$ cat config.mk
export PLATFORM = sky130hd
export DESIGN_NAME = fetch_stage
export DESIGN_NICKNAME = d
export VERILOG_FILES = /design/src/rtl/fetch_stage.sv
export SDC_FILE = /design/constraint.sdc
export NUM_CORES = 1
export LEC_CHECK = 0
export CAP_MARGIN = 20
export CORE_ASPECT_RATIO = 0.75
export CORE_MARGIN = 2
export CORE_UTILIZATION = 63
export DETAILED_ROUTE_END_ITERATION = 10
export DONT_BUFFER_PORTS = 1
export GPL_TIMING_DRIVEN = 0
export PLACE_DENSITY_LB_ADDON = 0.05
export SKIP_CTS_REPAIR_TIMING = 1
export SYNTH_ARGS = -nofsm -noshare
export SYNTH_HDL_FRONTEND = slang
export SYNTH_SLANG_ARGS = --single-unit
$ cat constraint.sdc
create_clock -name clk -period 3.1 [get_ports clk]
set_input_delay 0.31 -clock clk [delete_from_list [all_inputs] [get_ports clk]]
set_output_delay 0.31 -clock clk [all_outputs]
set_load 0.02 [all_outputs]
$ cat src/rtl/fetch_stage.sv
// Instruction-fetch stage: owns the PC, addresses imem, and registers the
// fetched word into the IF/ID pipeline register with stall/flush/redirect control.
module fetch_stage #(
  parameter logic [31:0] RESET_PC   = 32'h0000_0000,
  parameter int          IMEM_WORDS = 64,
  parameter logic [31:0] NOP        = 32'h0000_0013
) (
  input  logic        clk,
  input  logic        reset,
  input  logic        StallF,
  input  logic        StallD,
  input  logic        FlushD,
  input  logic        PCSrcE,
  input  logic [31:0] PCTargetE,
  output logic [31:0] PCF,
  input  logic [31:0] InstrF,
  output logic [31:0] InstrD,
  output logic [31:0] PCD,
  output logic [31:0] PCPlus4D,
  output logic        ValidD,
  output logic        FaultD
);

  localparam logic [31:0] IMEM_LIMIT = 32'(IMEM_WORDS);

  logic        fault_f;
  logic [31:0] pc_plus4_f;

  assign pc_plus4_f = PCF + 32'd4;
  // A word index past the end of imem or any nonzero byte offset is a fault.
  assign fault_f    = (PCF[1:0] != 2'b00) || ({2'b00, PCF[31:2]} >= IMEM_LIMIT);

  // NOTE: state registers use non-blocking assignments so every flop samples
  // pre-edge values, regardless of the order the blocks are evaluated in.
  always_ff @(posedge clk) begin
    if (reset) begin
      PCF <= RESET_PC;
    end else if (PCSrcE) begin
      PCF <= PCTargetE;
    end else if (!StallF) begin
      PCF <= pc_plus4_f;
    end
  end

  always_ff @(posedge clk) begin
    if (reset || FlushD) begin
      InstrD   <= NOP;
      PCD      <= '0;
      PCPlus4D <= '0;
      ValidD   <= 1'b0;
      FaultD   <= 1'b0;
    end else if (!StallD) begin
      InstrD   <= fault_f ? NOP : InstrF;
      PCD      <= PCF;
      PCPlus4D <= pc_plus4_f;
      ValidD   <= 1'b1;
      FaultD   <= fault_f;
    end
  end

endmodule
==> flow_metrics.py <==
metrics = {
    "outcome": {
        "status": "completed",
    },
    "worst_setup_path": {
        "cp_slowest_cell": "dfxtp_1",
        "cp_max_fo": 10,
        "worstPathArrival_ns": 3.06,
        "cp_cell_sequence": "ha_1, nand3_2, or4_4, buf_6, clkbuf_1, o31ai_1, a31oi_1",
        "max_stage_delay_ns": 0.65,
        "cp-end-kind": "register",
        "cp-start-kind": "register",
        "crit_type": "register to register",
        "cp.required_ns": 3.37,
    },
    "final_layout": {
        "multi_input_area_um2": 2950,
        "final_common_cell": "dfxtp_1",
        "fin_cells": 895,
        "final_util_pct": 74.4,
        "final_net_count": 827,
        "n_fill_cell": 679,
        "seq_area_um2": 2560,
        "drive_above_1_share_pct": 7.04,
        "layout_common_cells": "dfxtp_1 (128), nor2_1 (73), clkbuf_1 (66)",
        "antennaDiodeCount": 0,
        "fin_area_um2": 6850,
        "synthToLayoutAreaGrowth_pct": 13.3,
    },
    "place": {
        "gp_congestion": 0.955,
        "portBuffers": 0,
        "dpl.cell_count": 864,
        "dpl_cell_area_um2": 6200,
        "hpwl_um": 14000,
    },
    "synthesis": {
        "synthesis.area_um2": 6040,
        "synthTopCellsByArea": "dfxtp_1 (42%), mux2i_1 (6.0%), or4_1 (5.7%), nor2_1 (4.5%), a21oi_1 (4.1%)",
        "synth_edf_count": 0,
        "ys_seq_elements": 128,
        "synth_area_leader_cell": "dfxtp_1",
        "synthCells": 736,
        "ys_types": 42,
        "synth_area_per_cell_um2": 8.21,
        "yosysWarnings": 0,
        "synth_top_flop_cell": "dfxtp_1",
        "synth_top_area_share_pct": 42.4,
        "synth_fp_nets": 808,
        "ys_seq_area_share_pct": 42.4,
        "ys_async_sr_fraction_pct": 0,
    },
    "job": {
        "cap_violations": 0,
    },
    "sta": {
        "fin_setup_tns_ns": 0,
        "timing.final.crit_share_pct": 90.0,
        "grt_setup_unrepaired": "no",
        "setup_viol": 0,
        "slew_headroom_pct": 38.1,
        "finClkSkew_ns": 0.00938,
        "hold_viol": 0,
        "worstMarginPinSlew_ns": 0.929,
        "maxSlewViolCount": 0,
        "fmax_ghz": 0.359,
        "fin_hold_ws_ns": 0.0411,
        "min_period_ns": 2.79,
    },
    "detailed_routing": {
        "ant_nets": 0,
        "wire_per_inst_um": 21.8,
        "drt_iter0_drc": 585,
        "drc_errors": 0,
        "totalWireLength_um": 19500,
        "viasPerCell": 6.64,
        "first_pass_iters": 6,
        "via_count": 5947,
    },
    "power": {
        "irDropWorstVdd_v": 0.000506,
        "p_leak_nw": 2.41,
        "power_density_nw_per_um2": 640,
    },
    "cts": {
        "cts_tree": "done",
        "htreeDepth": 4,
        "cts_buffer_depth": 2,
        "clkLatencyLatePin_ns": 0.42,
        "cts-root-buf": "clkbuf_16",
        "cts_buffers": 17,
        "cts.clk_slew.worst_paths_ns": 0.06,
        "clock_sinks": 128,
    },
    "floorplanning": {
        "die-width_um": 117,
        "die_area_um2": 10400,
        "ios": 200,
        "die-height_um": 88.8,
        "core_um2": 9200,
        "start_util_pct": 65.7,
        "rows": 30,
    },
    "global_route": {
        "overflow": 0,
        "grt_max_degree": 17,
        "antenna_found_initial": 0,
        "grt_pass1_vias": 5364,
        "grt_use_total_pct": 37.0,
        "grt_pass1_wl_um": 28800,
    },
    "min_path": {
        "hp-class": "primary input to register",
    },
}
## path summary, 6_finish.rpt
| kind | startpoint | endpoint | slack [ns] | cells after the start |
|---|---|---|---|---|
| max | PCF[2] | PCPlus4D[26] | 0.31 | 7 |
| min | PCTargetE[2] | PCF[2] | 0.04 | 2 |
| max reg2reg | PCF[2] | PCPlus4D[26] | 0.31 | 7 |
| min reg2reg | InstrD[6] | InstrD[6] | 0.56 | 2 |
## critical path: cells and delay by family (launching register included)
family | cells | cell delay, ns
AO/OA/AOI/OAI | 2 | 0.45
adder cells (fa/ha/maj) | 1 | 0.33
buffers and inverters | 2 | 0.43
flip-flops | 1 | 0.65
AND/OR/NAND/NOR | 2 | 0.78
## metrics by stage
| stage | power [mW] | worst slack, ns |
|---|---|---|
| floorplan | 2.09 | 0.717 |
| global placement | 2.19 | 0.421 |
| detailed placement | 2.20 | 0.395 |
| CTS | 4.35 | 0.367 |
| global route | 4.47 | 0.231 |
| finish | 4.38 | 0.311 |
## layer usage
| layer | up-vias | GRT usage, % | share of wire, % |
|---|---|---|---|
| met3 | 34 | 11.8 | 13 |
| met2 | 414 | 59.6 | 46 |
| li1 | 2657 | - | - |
| met1 | 2842 | 48.1 | 40 |
| met5 | - | 0 | 0 |
| met4 | 0 | 11.0 | 1.2 |
## Yosys cell counts (2+ instances only)
cell         n
a211oi_1    13
buf_4        8
a21oi_1     50
a311oi_1    14
nand3_1     11
or4_4        2
buf_1        5
a221oi_1     2
ha_1         2
clkbuf_1    65
nor2_1      73
nand2_1     58
nor2b_1      2
or4_1       46
a2111oi_0    3
nor3_1      10
xnor2_1     22
and3_1       7
nor4_1      23
o21ai_0     36
a31oi_1     12
mux2i_1     36
nand3_2      2
or3_1       12
nand3b_1     2
dfxtp_1    128
o21a_1       2
o31ai_1     16
inv_1       41
and4_1       4
buf_2        8
nand4_1     11
## sequential cells by signal (all words and copies together), names as in the netlist
register and cells:
FaultD 1, InstrD 32, PCD 32, PCF 32
PCPlus4D 30, ValidD 1
## cells by family (layout without fill, tap and decap cells)
logic type	after synthesis	count (layout)	synth area share [%]
fa+ha+maj	2	2	0.414
compound gates	153	153	15.7
mux	36	36	5.96
flops	128	128	42.4
simple gates	266	266	23.5
xor+xnor	23	23	3.33
buf+inv	128	159	8.74
## power breakdown
part	switching (mW)	total (mW)	leakage [nW]	internal (mW)
combinational	0.253	0.368	1.05	0.115
clock	0.736	2.20	0.316	1.46
sequential	0.115	1.82	1.04	1.70
total	1.10	4.38	2.41	3.28
## layout make-up
type / instances / area share [%]
well taps: 128 / 2.34
plain buffers: 87 / 5.47
flip-flops and latches: 128 / 37.4
multi-input cells: 480 / 43.1
clock buffers: 20 / 6.67
clock inverters: 11 / 2.72
inverters: 41 / 2.25
Power figures use the tool's default switching activity.
